$ cat src/rtl/serial_bus_arbiter.sv
// Two-master round-robin arbiter for the serial system bus.
// Owns the shared-bus mux select and handles one outstanding split
// transaction: it parks the owner, lends the bus to the other master,
// then returns the bus to the parked master with split_grant raised.
module serial_bus_arbiter #(
    parameter bit          SPLIT_EN = 1'b1,
    parameter int unsigned MAX_HOLD = 64
) (
    input  logic clk,
    input  logic rstn,
    input  logic breq1,
    input  logic breq2,
    output logic bgrant1,
    output logic bgrant2,
    output logic msel,
    input  logic ssplit,
    output logic split_grant,
    output logic split_owner,
    output logic split_pend
);

    // Counter just wide enough to reach MAX_HOLD; kept at one bit when the limit is off.
    localparam int unsigned              CNT_W      = (MAX_HOLD > 0) ? $clog2(MAX_HOLD + 1) : 1;
    localparam logic [CNT_W-1:0]         HOLD_LIMIT = CNT_W'(MAX_HOLD);

    typedef enum logic [1:0] {
        S_IDLE       = 2'd0,
        S_OWN        = 2'd1,
        S_SPLIT_LEND = 2'd2,
        S_SPLIT_RET  = 2'd3
    } state_e;

    state_e           state_q;
    logic             bgrant1_q;
    logic             bgrant2_q;
    logic             msel_q;
    logic             split_grant_q;
    logic             split_owner_q;
    logic             split_pend_q;
    logic             rr_ptr_q;       // 0 = master 1 wins the next tie, 1 = master 2
    logic [CNT_W-1:0] hold_cnt_q;
    logic [CNT_W-1:0] hold_cnt_d;
    logic             breq1_q;
    logic             breq2_q;
    logic             ssplit_q;

    // Requests seen from the point of view of the current owner and of a parked split.
    logic owner_req;
    logic other_req;
    logic lent_req;
    logic parked_req;
    logic parked_req_q;
    logic parked_fall;
    logic ssplit_rise;
    logic hold_limit_hit;

    assign owner_req    = msel_q ? breq2 : breq1;
    assign other_req    = msel_q ? breq1 : breq2;
    assign lent_req     = split_owner_q ? breq1 : breq2;
    assign parked_req   = split_owner_q ? breq2 : breq1;
    assign parked_req_q = split_owner_q ? breq2_q : breq1_q;

    // Abort only on a falling edge, so an owner that dropped breq in the very
    // cycle the split arrived is still treated as parked rather than aborted.
    assign parked_fall    = parked_req_q && !parked_req;
    assign ssplit_rise    = SPLIT_EN && ssplit && !ssplit_q;
    assign hold_limit_hit = (MAX_HOLD != 0) && (hold_cnt_q == HOLD_LIMIT);

    // Saturating count of OWN cycles during which the other master is waiting.
    always_comb begin
        // NOTE: default first so every path assigns hold_cnt_d; otherwise a latch is inferred.
        hold_cnt_d = hold_cnt_q;
        if ((MAX_HOLD != 0) && other_req && !hold_limit_hit) begin
            hold_cnt_d = hold_cnt_q + CNT_W'(1);
        end
    end

    // Arbitration FSM; every output is a register updated here.
    always_ff @(posedge clk or negedge rstn) begin
        if (!rstn) begin
            state_q       <= S_IDLE;
            bgrant1_q     <= 1'b0;
            bgrant2_q     <= 1'b0;
            msel_q        <= 1'b0;
            split_grant_q <= 1'b0;
            split_owner_q <= 1'b0;
            split_pend_q  <= 1'b0;
            rr_ptr_q      <= 1'b0;
            hold_cnt_q    <= '0;
            breq1_q       <= 1'b0;
            breq2_q       <= 1'b0;
            ssplit_q      <= 1'b0;
        end else begin
            // NOTE: non-blocking assignments so every register sees the pre-edge values of the others.
            breq1_q  <= breq1;
            breq2_q  <= breq2;
            ssplit_q <= ssplit;

            case (state_q)
                S_IDLE: begin
                    hold_cnt_q    <= '0;
                    split_grant_q <= 1'b0;
                    if (!split_pend_q) begin
                        if (breq1 && breq2) begin
                            // Tie: the pointer decides, then moves to the loser.
                            msel_q    <= rr_ptr_q;
                            bgrant1_q <= !rr_ptr_q;
                            bgrant2_q <= rr_ptr_q;
                            rr_ptr_q  <= !rr_ptr_q;
                            state_q   <= S_OWN;
                        end else if (breq1) begin
                            msel_q    <= 1'b0;
                            bgrant1_q <= 1'b1;
                            bgrant2_q <= 1'b0;
                            state_q   <= S_OWN;
                        end else if (breq2) begin
                            msel_q    <= 1'b1;
                            bgrant1_q <= 1'b0;
                            bgrant2_q <= 1'b1;
                            state_q   <= S_OWN;
                        end
                    end
                end

                S_OWN: begin
                    if (ssplit_rise) begin
                        // Split wins over a simultaneous release: park the owner.
                        split_owner_q <= msel_q;
                        split_pend_q  <= 1'b1;
                        hold_cnt_q    <= '0;
                        if (other_req) begin
                            msel_q    <= !msel_q;
                            bgrant1_q <= msel_q;
                            bgrant2_q <= !msel_q;
                            state_q   <= S_SPLIT_LEND;
                        end else begin
                            // Nobody to lend to: go straight to returning the bus.
                            split_grant_q <= 1'b1;
                            bgrant1_q     <= !msel_q;
                            bgrant2_q     <= msel_q;
                            state_q       <= S_SPLIT_RET;
                        end
                    end else if (!owner_req) begin
                        bgrant1_q  <= 1'b0;
                        bgrant2_q  <= 1'b0;
                        hold_cnt_q <= '0;
                        state_q    <= S_IDLE;
                        // An owner that held the bus too long loses the next tie.
                        if (hold_limit_hit) begin
                            rr_ptr_q <= !msel_q;
                        end
                    end else begin
                        hold_cnt_q <= hold_cnt_d;
                    end
                end

                S_SPLIT_LEND: begin
                    // A second split from the lent master is not tracked.
                    if (parked_fall) begin
                        bgrant1_q     <= 1'b0;
                        bgrant2_q     <= 1'b0;
                        split_grant_q <= 1'b0;
                        split_pend_q  <= 1'b0;
                        state_q       <= S_IDLE;
                    end else if (!lent_req) begin
                        msel_q        <= split_owner_q;
                        bgrant1_q     <= !split_owner_q;
                        bgrant2_q     <= split_owner_q;
                        split_grant_q <= 1'b1;
                        state_q       <= S_SPLIT_RET;
                    end
                end

                S_SPLIT_RET: begin
                    if (parked_fall) begin
                        bgrant1_q     <= 1'b0;
                        bgrant2_q     <= 1'b0;
                        split_grant_q <= 1'b0;
                        split_pend_q  <= 1'b0;
                        state_q       <= S_IDLE;
                    end else if (!ssplit) begin
                        // Slave has left SPLIT; the owner now finishes its read.
                        split_grant_q <= 1'b0;
                        split_pend_q  <= 1'b0;
                        hold_cnt_q    <= '0;
                        state_q       <= S_OWN;
                    end
                end

                default: begin
                    bgrant1_q     <= 1'b0;
                    bgrant2_q     <= 1'b0;
                    split_grant_q <= 1'b0;
                    split_pend_q  <= 1'b0;
                    state_q       <= S_IDLE;
                end
            endcase
        end
    end

    assign bgrant1     = bgrant1_q;
    assign bgrant2     = bgrant2_q;
    assign msel        = msel_q;
    assign split_grant = split_grant_q;
    assign split_owner = split_owner_q;
    assign split_pend  = split_pend_q;

    // The two grants are mutually exclusive in every cycle.
    a_grant_onehot : assert property (@(posedge clk) disable iff (!rstn) !(bgrant1_q && bgrant2_q));

endmodule
$ cat config.mk
export PLATFORM = sky130hd
export DESIGN_NAME = serial_bus_arbiter
export DESIGN_NICKNAME = d
export VERILOG_FILES = /design/src/rtl/serial_bus_arbiter.sv
export SDC_FILE = /design/constraint.sdc
export NUM_CORES = 1
export LEC_CHECK = 0
export ABC_CLOCK_PERIOD_IN_PS = 2570
export BUFFER_PORTS_ARGS = -buffer_cell sky130_fd_sc_hd__buf_2
export CORE_UTILIZATION = 60
export CTS_BUF_LIST = sky130_fd_sc_hd__clkbuf_4 sky130_fd_sc_hd__clkbuf_8
export DETAILED_ROUTE_END_ITERATION = 8
export HOLD_SLACK_MARGIN = 0.06
export PLACE_DENSITY = 0.84
export SYNTH_ARGS = -nofsm -noshare
export SYNTH_HDL_FRONTEND = slang
export SYNTH_SLANG_ARGS = --single-unit
$ cat constraint.sdc
create_clock -name clk -period 2.57 [get_ports clk]
set_input_delay 0.257 -clock clk [delete_from_list [all_inputs] [get_ports clk]]
set_output_delay 0.257 -clock clk [all_outputs]
set_load 0.02 [all_outputs]
After elaboration in Yosys (flattened, before gate mapping)
Cells that the tools add are included.
{"block": "word_totals", "register_bits": 19, "input_bits": 5, "output_inout_bits": 6, "elab_cells": 119}
{"block": "op_classes", "n_addsub": 1, "eq_ne": 22, "mux": 61, "reduce_logical": 23}
{"op": "$mux W1", "count": 38}
{"op": "$mux W7", "count": 5}
{"op": "$ne A2 B2 Y1 const B", "count": 13}
{"op": "$pmux W7 S3", "count": 1}
{"op": "$mux W2", "count": 10}
{"op": "$pmux W1 S4", "count": 3}
{"op": "$reduce_and A4 Y1", "count": 3}
{"op": "$reduce_and A6 Y1", "count": 2}
{"op": "$reduce_and A5 Y1", "count": 2}
{"op": "$ne A3 B3 Y1 const B", "count": 3}
{"op": "$reduce_bool A3 Y1", "count": 3}
{"op": "$ne A4 B4 Y1 const B", "count": 2}
{"op": "$pmux W2 S4", "count": 1}
{"op": "$add A7 B1 Y7 const B", "count": 1}
{"op": "$eq A7 B7 Y1 const B", "count": 1}
{"op": "$logic_not A1 Y1", "count": 6}
{"op": "$pmux W1 S3", "count": 2}
{"op": "$eq A2 B2 Y1 const B", "count": 2}
{"op": "$logic_and A1 B1 Y1", "count": 4}
{"op": "$eq A2 B1 Y1 const B", "count": 1}
{"op": "$logic_not A2 Y1", "count": 1}
{"op": "$pmux W1 S2", "count": 1}
{"op": "$reduce_and A2 Y1", "count": 1}
{"op": "$reduce_bool A2 Y1", "count": 1}

Longest topological paths before layout
Gate-level depths: netlist of run 1.
{"block": "depth", "depth_word": 7, "mapped_depth": 8, "depth_no_buf": 7}

Least setup slack after synthesis of run 1
Ideal clock, no wire load.
{"block": "synth_timing", "kind": "register -> register", "start": "register state_q[0]", "end": "register state_q[1]", "setup_ns": 0.125, "arrival_time_ns": 1.758, "required_ns": 2.445, "slack_ns": 0.687, "path_stages_with_launch": 8, "cell_sequence": "dfrtp_1 inv_1 ha_1 nand2b_4 nor3b_4 a311oi_2 and3_4 mux2_4"}
{"block": "synth_between", "elab_chain_cells": 3, "elab_cells_between_ends": 11}
{"item": "start: declaration", "line": "33", "source": "state_e state_q;"}
{"item": "start signal: assignment", "line": "81", "source": "state_q <= S_IDLE;"}
{"item": "start signal: assignment", "line": "110", "source": "state_q <= S_OWN;"}
{"item": "start signal: assignment", "line": "115", "source": "state_q <= S_OWN;"}
{"item": "$eq A2 B2 Y1 (tied with other cells)", "line": "99", "source": "case (state_q)"}
{"item": "$ne A3 B3 Y1 (no source line) (tied with other cells)"}
{"item": "$reduce_and A5 Y1 (no source line)"}
Parallel ways exist; a longest one is shown, timed or not.
A chain may end at the register's enable or synchronous reset.

Worst setup path in the final report of run 1
Same ends and word-level chain as after synthesis.

==> reports/summary.txt, run 1 <==
Status -> finished, final reports clean
Largest net degree at the start of global routing -> 20
Area leader, netlist -> dfrtp_1
Compound-Gate Fraction of Synth Area -> 25.6%
Ys async rst share -> 100%
CTS Root Buffer Type -> clkbuf_4
Clock skew -> 0.00246 ns
Nets@finish -> 165
Critical path's largest stage delay -> 0.46 ns
Post-CTS Setup Inserts -> 0
Max VDD drop -> 0.669 mV
Net Count, Synth -> 153
Synth area leaders -> dfrtp_1, ha_1, o21ai_0
Main flop type after synthesis -> dfrtp_1
Wire per inst -> 16.4 um
Layout cell share with drive strength beyond 1 -> 19.3%
Element type at the critical path end -> register
Mapped Avg Cell Area -> 9.88 um^2
Number of synthesized flops with an enable pin -> 0
Tcrit/Tclk final -> 81.1%
Max-slew violations -> 0
Mapped Cells -> 139
Slew @ Worst Pin -> 0.427 ns
Final min period -> 2.08 ns
Seq/Total Area, Yosys -> 34.6%
Port Buffer Count -> 10
Post-Synth Adder-Cell Area -> 8.20%
Post-synthesis mux area share -> 6.28%
Required @ worst endpoint -> 2.78 ns
Clk sinks -> 19
Largest family of logic cells by synthesized area -> compound AO/OA/AOI/OAI gates
Unrepaired setup endpoints after global routing -> no
Distinct cell type count after synthesis -> 47
Relative slew slack -> 71.5%
CTS buffer count -> 3
Hold Crit Start -> ssplit
Setup ws final -> 0.486 ns
Die Wd -> 49.9 um
Drt total wl -> 2900 um
Arrival time worst endpoint -> 2.30 ns
DP HPWL -> 2210 um
I/O Pins -> 11
Antenna diodes -> 0
Synth Area in XOR/XNOR -> 0%
Die Footprint -> 2490 um^2
Routed vias -> 1,098
1st-pass router iterations -> 4
Worst-path clk slew -> 0.11 ns
Final hold vios -> 0
Reg2Reg Depth -> 7
Std-Cell Rows -> 16
Place WS -> 0.509 ns
Post-Synth Simple-Gate Area -> 19.6%
R2r endpoint -> state_q[1]
R2r startpoint -> state_q[0]
Share of the synthesized area in the top cell type -> 34.6%
Initial antenna violation count -> 0
TritonCTS clock tree -> yes
Synthesis Warnings -> 0
Final Non-Filler Cells -> 177
Initial Utilization -> 66.6%
Cell count after placement -> 172
Tot GR Track Use -> 27.0%
Core footprint -> 2060 um^2
Fillcell total -> 161
GP Congestion -> 0.908
Max_cap viols -> 0
Worst Path Max Fanout -> 7
GRT Residual Overflow -> 0
Hold path cells -> 1
Cell leakage power -> 0.000656 uW
Max frequency -> 480 MHz
Class of the worst hold path -> in -> reg
Flops & latches, synth -> 19
Final setup viols -> 0
Power density over the cells -> 958 nW/um^2
Sum Neg Setup Slack -> 0 ns
Hold Path Sink -> ssplit_q
Worst R2R Setup Slack -> 0.49 ns
ANT nets after route -> 0
Die Y-Extent -> 49.9 um
Critical Path Slowest Stage Cell -> dfrtp_1
Netlist Area Pre-Place -> 1370 um^2
CTS HTree Levels -> 1
Crit-path cells -> inv_1 -> ha_1 -> nand2b_4 -> nor3b_4 -> a311oi_2 -> and3_4 -> mux2_4
CP Launch Type -> register
Clk_lat worst skew -> 0.31 ns
Vias in the first global route -> 1,038
Largest buffer count on any clock path -> 2
Syn-to-layout area delta -> 6.65%
# DRC -> 0
Global-route wire length before repair -> 4890 um
DRT iter0 DRCs -> 40
Via density -> 6.20
Setup CP Type -> reg -> reg
-- synth_stat cells (2+ instances only) --
| cell type | instances |
|---|---|
| buf_4 | 2 |
| inv_1 | 13 |
| nand2_1 | 8 |
| o21ai_1 | 2 |
| or3_1 | 2 |
| dfrtp_1 | 19 |
| nor2b_1 | 3 |
| or2b_1 | 2 |
| a21oi_1 | 6 |
| nand2b_1 | 3 |
| and4_1 | 2 |
| nor2_1 | 6 |
| nand3b_1 | 2 |
| ha_1 | 9 |
| o22ai_1 | 3 |
| mux2_4 | 3 |
| o31ai_1 | 4 |
| mux2i_1 | 3 |
| nand3_1 | 5 |
| a31oi_1 | 3 |
| o21ai_0 | 13 |
-- layer usage --
| metal | global-route usage [%] | up-vias | part of all wire, % |
|---|---|---|---|
| li1 | - | 534 | - |
| met1 | 35.4 | 531 | 47 |
| met2 | 42.6 | 30 | 48 |
| met3 | 6.48 | 3 | 4.4 |
| met4 | 10.5 | 0 | 0.79 |
| met5 | 0 | - | 0 |
-- worst max-delay path by stage --
stage	from	slack, ns	depth (start not counted)	to
CTS	state_q[0]	0.49	7	state_q[1]
global route	state_q[0]	0.34	7	state_q[1]
floorplan	state_q[0]	0.69	7	state_q[1]
global placement	state_q[0]	0.60	7	state_q[1]
detailed placement	state_q[0]	0.51	7	state_q[1]
finish	state_q[0]	0.49	7	state_q[1]
-- stage by stage --
stage          cell area (um^2)  util [%]  total power, uW  hold WS [ns]
6_report                   1470      71.1             1400         0.114
5_1_grt                    1470      71.1             1510        0.0952
4_1_cts                    1470      71.1             1390         0.118
3_5_place_dp               1430      69.2             1240         0.220
3_3_place_gp               1430      69.2             1200         0.219
2_1_floorplan              1370         -             1050       -0.0386
-- cells in the final DEF, fill, tap and decap left out, drive strengths merged, types with 2 or more instances in the layout --
master,synthesis,final
mux2i,3,3
nand3b,2,2
nor2b,3,3
a311oi,2,2
or3,2,2
ha,9,9
a21oi,6,6
a31oi,3,3
mux2,4,4
and4,2,2
nor2,6,6
o21bai,2,2
nor3b,2,2
nand3,6,6
clkbuf,1,3
a211oi,2,2
o22ai,3,3
inv,13,13
o21ai,16,16
dfrtp,19,19
nand2,8,8
o31ai,4,4
o211ai,2,2
or2b,2,2
buf,3,10
nand2b,4,4
-- repair_timing --
action,CTS,global route
hold endpoints to repair,19,0
hold buffers,1,0
resized for setup,0,0
-- report_power, final --
group	internal [uW]	switching [uW]
Sequential	373	95.4
Combinational	333	439
Clock	58.3	103
Total	765	638
-- critical path: cells and delay by family, from the launching register on --
| kind | cells | cell delay, ns |
|---|---|---|
| flops | 1 | 0.46 |
| fa+ha+maj | 1 | 0.35 |
| simple gates | 3 | 0.44 |
| mux | 1 | 0.29 |
| compound gates | 1 | 0.32 |
| buf+inv | 1 | 0.12 |
-- area by class of cell --
cell class	instances	area [um^2]	area share [%]
Clock inverter	1	5.00	0.342
Multi-Input combinational cell	103	820	55.9
Inverter	13	48.8	3.33
Timing Repair Buffer	11	60.1	4.10
Tap cell	27	33.8	2.31
Clock buffer	3	22.5	1.54
Sequential cell	19	475	32.5
-- state kept, by name (all words and copies together), names as in the netlist --
name and count:
split_pend 1, hold_cnt_q 7, ssplit_q 1, state_q 2, rr_ptr_q 1, breq2_q 1
split_grant 1, breq1_q 1, bgrant1 1, bgrant2 1, split_owner 1, msel 1
-- cells by family (layout without fill, tap and decap cells) --
family | count (synthesis) | count (layout)
multiplexers | 7 | 7
AND/OR/NAND/NOR | 41 | 41
adder cells (fa/ha/maj) | 9 | 9
flip-flops | 19 | 19
AO/OA/AOI/OAI | 46 | 46
buffers and inverters | 17 | 28
Note: power is estimated with default switching activity, not from simulation.
==> run 2, diff against run 1 <==
Settings changed: ABC_AREA set to 1, ABC_CLOCK_PERIOD_IN_PS 2570 to 1770, CORE_UTILIZATION 60 to 56, PLACE_DENSITY 0.84 to 0.82.
Clock period 2.57 ns to 1.77 ns, I/O delays scaled along.
==> run 2 against run 1 <==
  * Critical path depth grew 2
  * Non-clock buffer count grew 6
  * Register-to-register slack lost 0.37 ns
  * Flip-flop and latch count is the same
  * Sequential power grew 50%
  * Sequential share of layout area shrank 2.5 points
  * Routed wire length grew 12%
  * Global-route usage grew 0.20 points
  * Power grew 75%
  * Die area grew 11%
  * Critical endpoint is now hold_cnt_q[3]
  * Largest cell class unchanged
  * Largest power group unchanged
==> reports/summary.txt, run 2 <==
Status -> finished, final reports clean
Element type at the critical path end -> register
GRT Residual Overflow -> 0
Synthesis Warnings -> 0
ANT nets after route -> 0
Area occupied by multi-input gates -> 838 um^2
Syn-to-layout area delta -> 11.7%
Sum Neg Setup Slack -> 0 ns
DP HPWL -> 2510 um
CTS Root Buffer Type -> clkbuf_4
Setup CP Type -> reg -> reg
Tot GR Track Use -> 27.2%
Wire per inst -> 12.9 um
Core footprint -> 2300 um^2
Relative slew slack -> 70.9%
Routed vias -> 1,402
I/O Pins -> 11
Worst-path clk slew -> 0.12 ns
Via density -> 5.52
Fillcell total -> 195
CP Launch Type -> register
Max_cap viols -> 0
Distinct cell type count after synthesis -> 25
Area leader, netlist -> dfrtp_1
Number of synthesized flops with an enable pin -> 0
Max frequency -> 605 MHz
Clk sinks -> 19
Max-slew violations -> 0
Seq. cell area -> 477 um^2
GP Congestion -> 0.940
Post-CTS Setup Inserts -> 0
Largest regs -> hold_cnt_q x7, state_q x2
Nets@finish -> 241
Compound-Gate Fraction of Synth Area -> 8.68%
Clock skew -> 0.00660 ns
Final hold vios -> 0
Largest buffer count on any clock path -> 2
Global-route wire length before repair -> 5440 um
Synth area leaders -> dfrtp_1, nand2_1, ha_1
Largest family of logic cells by synthesized area -> simple AND/OR/NAND/NOR gates
Die Y-Extent -> 52.5 um
Count leader, synth -> nand2_1
Ys async rst share -> 100%
CTS buffer count -> 3
Clk_lat worst skew -> 0.32 ns
Max reg flops -> 7
Largest net degree at the start of global routing -> 20
Required @ worst endpoint -> 1.98 ns
Initial antenna violation count -> 0
Main flop type after synthesis -> dfrtp_1
Layout cell share with drive strength beyond 1 -> 17.3%
Post-Synth Simple-Gate Area -> 42.0%
Antenna diodes -> 0
Die Wd -> 52.5 um
Power density over the cells -> 1540 nW/um^2
Synth Area in XOR/XNOR -> 0%
TritonCTS clock tree -> yes
Cell leakage power -> 0.000832 uW
Seq/Total Area, Yosys -> 33.3%
Unrepaired setup endpoints after global routing -> no
Mapped Cells -> 208
Die Footprint -> 2750 um^2
Class of the worst hold path -> in -> async
# DRC -> 0
Port Buffer Count -> 10
1st-pass router iterations -> 5
DRT iter0 DRCs -> 83
Vias in the first global route -> 1,201
Std-Cell Rows -> 17
Commonest cells post-synth -> nand2_1, inv_1, nand3_1
Final min period -> 1.65 ns
Tcrit/Tclk final -> 93.4%
Net Count, Synth -> 222
Post-synthesis mux area share -> 0%
Arrival time worst endpoint -> 1.86 ns
Initial Utilization -> 62.1%
Flops & latches, synth -> 19
Netlist Area Pre-Place -> 1430 um^2
Biggest register -> hold_cnt_q
Mapped Avg Cell Area -> 6.86 um^2
Slew @ Worst Pin -> 0.437 ns
Final setup viols -> 0
Post-Synth Adder-Cell Area -> 7.89%
Worst Path Max Fanout -> 7
Commonest non-fill, non-tap cells in the layout -> nand2_1, inv_1, nand3_1
Max VDD drop -> 1.07 mV
CTS HTree Levels -> 1
Commonest non-fill, non-tap cell in the layout -> nand2_1
Share of the synthesized area in the top cell type -> 33.3%
Drt total wl -> 3270 um
Hold Slack -> 0.316 ns
run 2: changes by cell type in the layout (fill, tap and decap cells not counted), sizes merged, moves of 4 or more:
| cell | change |
|---|---|
| nand2 | +66 |
| nand3 | +17 |
| nor2 | +14 |
| inv | +13 |
| mux2 | -4 |
| nand2b | -4 |
| o31ai | -4 |
| or2 | +4 |
run 2: cells by family after synthesis:
| group | Yosys count |
|---|---|
| AO/OA/AOI/OAI | 23 |
| adder cells (fa/ha/maj) | 9 |
| buffers and inverters | 29 |
| flip-flops | 19 |
| AND/OR/NAND/NOR | 128 |
run 2: repair_timing:
action                     CTS  global route
setup endpoints to repair    0             8
hold buffers                 4             0
hold endpoints to repair    22             0
gates resized for setup      0             2
run 2: area by class of cell:
| class | instances | share of cell area (%) |
|---|---|---|
| multi-input cells | 160 | 52.6 |
| flip-flops and latches | 19 | 29.9 |
| repair buffers | 17 | 7.07 |
| inverters | 26 | 6.28 |
| well taps | 28 | 2.20 |
| clock buffers | 4 | 1.89 |
run 2: final timing paths:
path | startpoint | endpoint | slack, ns | cells after the start
hold / removal | rstn | breq1_q | 0.32 | 2
hold reg to reg | bgrant1 | bgrant1 | 0.49 | 2
min in group clk | bgrant1 | bgrant1 | 0.49 | 2
max in group asynchronous | rstn | state_q[1] | 1.13 | 2
setup / recovery | state_q[1] | hold_cnt_q[3] | 0.12 | 9
setup reg to reg | state_q[1] | hold_cnt_q[3] | 0.12 | 9
run 2: worst max-delay path: stages (launching register included):
cell and delay [ns]:
dfrtp_2 0.46, inv_1 0.11, ha_1 0.28, nand2_2 0.12, nor2_4 0.17, nand2_2 0.10, nand2_4 0.11, inv_4 0.06
nand2_1 0.07, o21ai_1 0.06
run 2: power breakdown:
group	internal (uW)	switching, uW	total, uW
registers	553	149	702
logic	527	970	1500
clock network	104	150	254
total	1180	1270	2450
run 2: through the flow:
| stage | total power [uW] | setup slack (ns) | instance area, um^2 | util [%] | instances |
|---|---|---|---|---|---|
| 2_1_floorplan | 1780 | 0.223 | 1430 | - | 208 |
| 3_3_place_gp | 2100 | 0.179 | 1520 | 66.1 | 246 |
| 3_5_place_dp | 2160 | 0.0809 | 1520 | 66.1 | 246 |
| 4_1_cts | 2420 | 0.0593 | 1590 | 69.2 | 254 |
| 5_1_grt | 2660 | 0.00974 | 1590 | 69.3 | 254 |
| 6_report | 2450 | 0.118 | 1590 | 69.3 | 254 |
run 2: layer usage:
layer | GRT usage, % | wire length, um
met1 | 37.3 | 1540
met2 | 43.5 | 1450
met3 | 2.90 | 208
met4 | 10.5 | 65
met5 | 0 | 0
==> run 3, diff against run 2 <==
Settings changed: BUFFER_PORTS_ARGS -buffer_cell sky130_fd_sc_hd__buf_2 to -buffer_cell sky130_fd_sc_hd__buf_4.
==> run 3 against run 2 <==
  * Worst hold slack worse by 0.067 ns
  * Critical path depth did not move
  * Clock power shrank 5%
  * Highest routed layer unchanged
  * Critical endpoint is now hold_cnt_q[6]
==> reports/summary.txt, run 3 (synthesis results as in run 2) <==
Status -> finished, final reports clean
Class of the worst hold path -> in -> async
Worst-path clk slew -> 0.13 ns
Max-slew violations -> 0
Cell leakage power -> 0.000832 uW
Commonest non-fill, non-tap cells in the layout -> nand2_1, inv_1, nand3_1
GP Congestion -> 0.931
1st-pass router iterations -> 4
Clk_lat worst skew -> 0.32 ns
Syn-to-layout area delta -> 13.5%
Via density -> 5.33
TritonCTS clock tree -> yes
Max reg flops -> 7
Setup CP Type -> reg -> reg
Slew @ Worst Pin -> 0.325 ns
Post-CTS Setup Inserts -> 0
Largest net degree at the start of global routing -> 20
Largest regs -> hold_cnt_q x7, state_q x2
# DRC -> 0
Clk sinks -> 19
Required @ worst endpoint -> 1.99 ns
Element type at the critical path end -> register
Sequential power share -> 28.6%
Biggest register -> hold_cnt_q
Worst setup path endpoint -> hold_cnt_q[6]
DRT iter0 DRCs -> 76
Relative slew slack -> 78.1%
Initial antenna violation count -> 0
Power density over the cells -> 1530 nW/um^2
Worst R2R Setup Slack -> 0.1 ns
Clk pwr share -> 9.7%
Arrival time worst endpoint -> 1.90 ns
Std-Cell Rows -> 17
Wire per inst -> 13.2 um
CTS Root Buffer Type -> clkbuf_4
Die Footprint -> 2750 um^2
Net Switching -> 1280 uW
Global-route wire length before repair -> 5700 um
Nets@finish -> 241
I/O Pins -> 11
Sum Neg Setup Slack -> 0 ns
Port Buffer Count -> 10
Final hold vios -> 0
Max VDD drop -> 1.15 mV
Routed vias -> 1,353
Worst Path Max Fanout -> 7
Crit path launch -> state_q[1]
ANT nets after route -> 0
Tot GR Track Use -> 28.2%
Post-layout util -> 70.5%
Tcrit/Tclk final -> 94.6%
R2r startpoint -> state_q[1]
Die Y-Extent -> 52.5 um
P_int -> 1200 uW
GRT Residual Overflow -> 0
CTS buffer count -> 3
Comb power frac -> 61.6%
Final min period -> 1.67 ns
DP HPWL -> 2510 um
Drt total wl -> 3350 um
Sw frac -> 51.5%
R2r endpoint -> hold_cnt_q[6]
Antenna diodes -> 0
CTS HTree Levels -> 1
Layout cell share with drive strength beyond 1 -> 17.7%
Vias in the first global route -> 1,312
Commonest non-fill, non-tap cell in the layout -> nand2_1
Core footprint -> 2300 um^2
Max frequency -> 598 MHz
CP Launch Type -> register
Max_cap viols -> 0
Clock skew -> 0.0101 ns
Die Wd -> 52.5 um
Final setup viols -> 0
Reg2Reg Depth -> 9
Largest buffer count on any clock path -> 2
Initial Utilization -> 62.1%
[run 3: cell types whose count changed in the layout (fill, tap and decap cells not counted), sizes merged]
cell,change
clkinvlp,+1
clkbuf,-1
[run 3: cell type report]
class	instances	area [um^2]
Multi-Input combinational cell	160	838
Fill cell	195	678
Sequential cell	19	478
Timing Repair Buffer	17	138
Inverter	26	100
Tap cell	28	35.0
Clock buffer	3	22.5
Clock inverter	1	7.51
[run 3: critical path: stages, from the launching register on]
cell	delay (ns)
dfrtp_2	0.46
inv_1	0.13
ha_2	0.25
nand2_1	0.13
nor2_4	0.20
nand2_2	0.10
nand2_4	0.11
inv_4	0.06
nand3_1	0.09
nand2_1	0.06
[run 3: metrics by stage]
stage	setup WS [ns]	instance area, um^2	total power [uW]	hold slack (ns)	std cells
floorplan	0.223	1430	1780	-0.119	208
global placement	0.173	1540	2140	0.0622	246
detailed placement	0.0814	1540	2200	0.0647	246
CTS	0.0735	1610	2450	0.255	254
global route	-0.00933	1620	2730	0.276	254
finish	0.0964	1620	2480	0.249	254
[run 3: routing by layer]
metal,GRT usage [%],vias to the layer above,wire (um)
met5,0,-,0
met4,9.21,0,39
met3,2.61,5,248
met2,45.6,63,1530
met1,39.5,587,1530
li1,-,698,-
[run 3: timing repair]
action / 4_1_cts / 5_1_grt
hold endpoints to repair: 22 / 0
endpoints found under the setup margin: 0 / 10
resized for setup: 0 / 3
hold buffers: 4 / 0
[run 3: how the worst min path moves through the flow]
stage	start	endpoint	slack, ns	cells after the start
5_1_grt	rstn	hold_cnt_q[2]	0.28	2
4_1_cts	rstn	hold_cnt_q[3]	0.25	2
3_5_place_dp	rstn	hold_cnt_q[3]	0.06	1
6_report	rstn	hold_cnt_q[3]	0.25	2
3_3_place_gp	rstn	hold_cnt_q[4]	0.06	1
2_1_floorplan	rstn	bgrant1	-0.12	0
[run 3: power groups by stage]
stage               Sequential, uW  Clock, uW  Combinational [uW]
global placement               701          0                1440
floorplan                      734          0                1050
finish                         711        242                1530
detailed placement             713          0                1490
CTS                            704        245                1500
global route                   724        259                1750
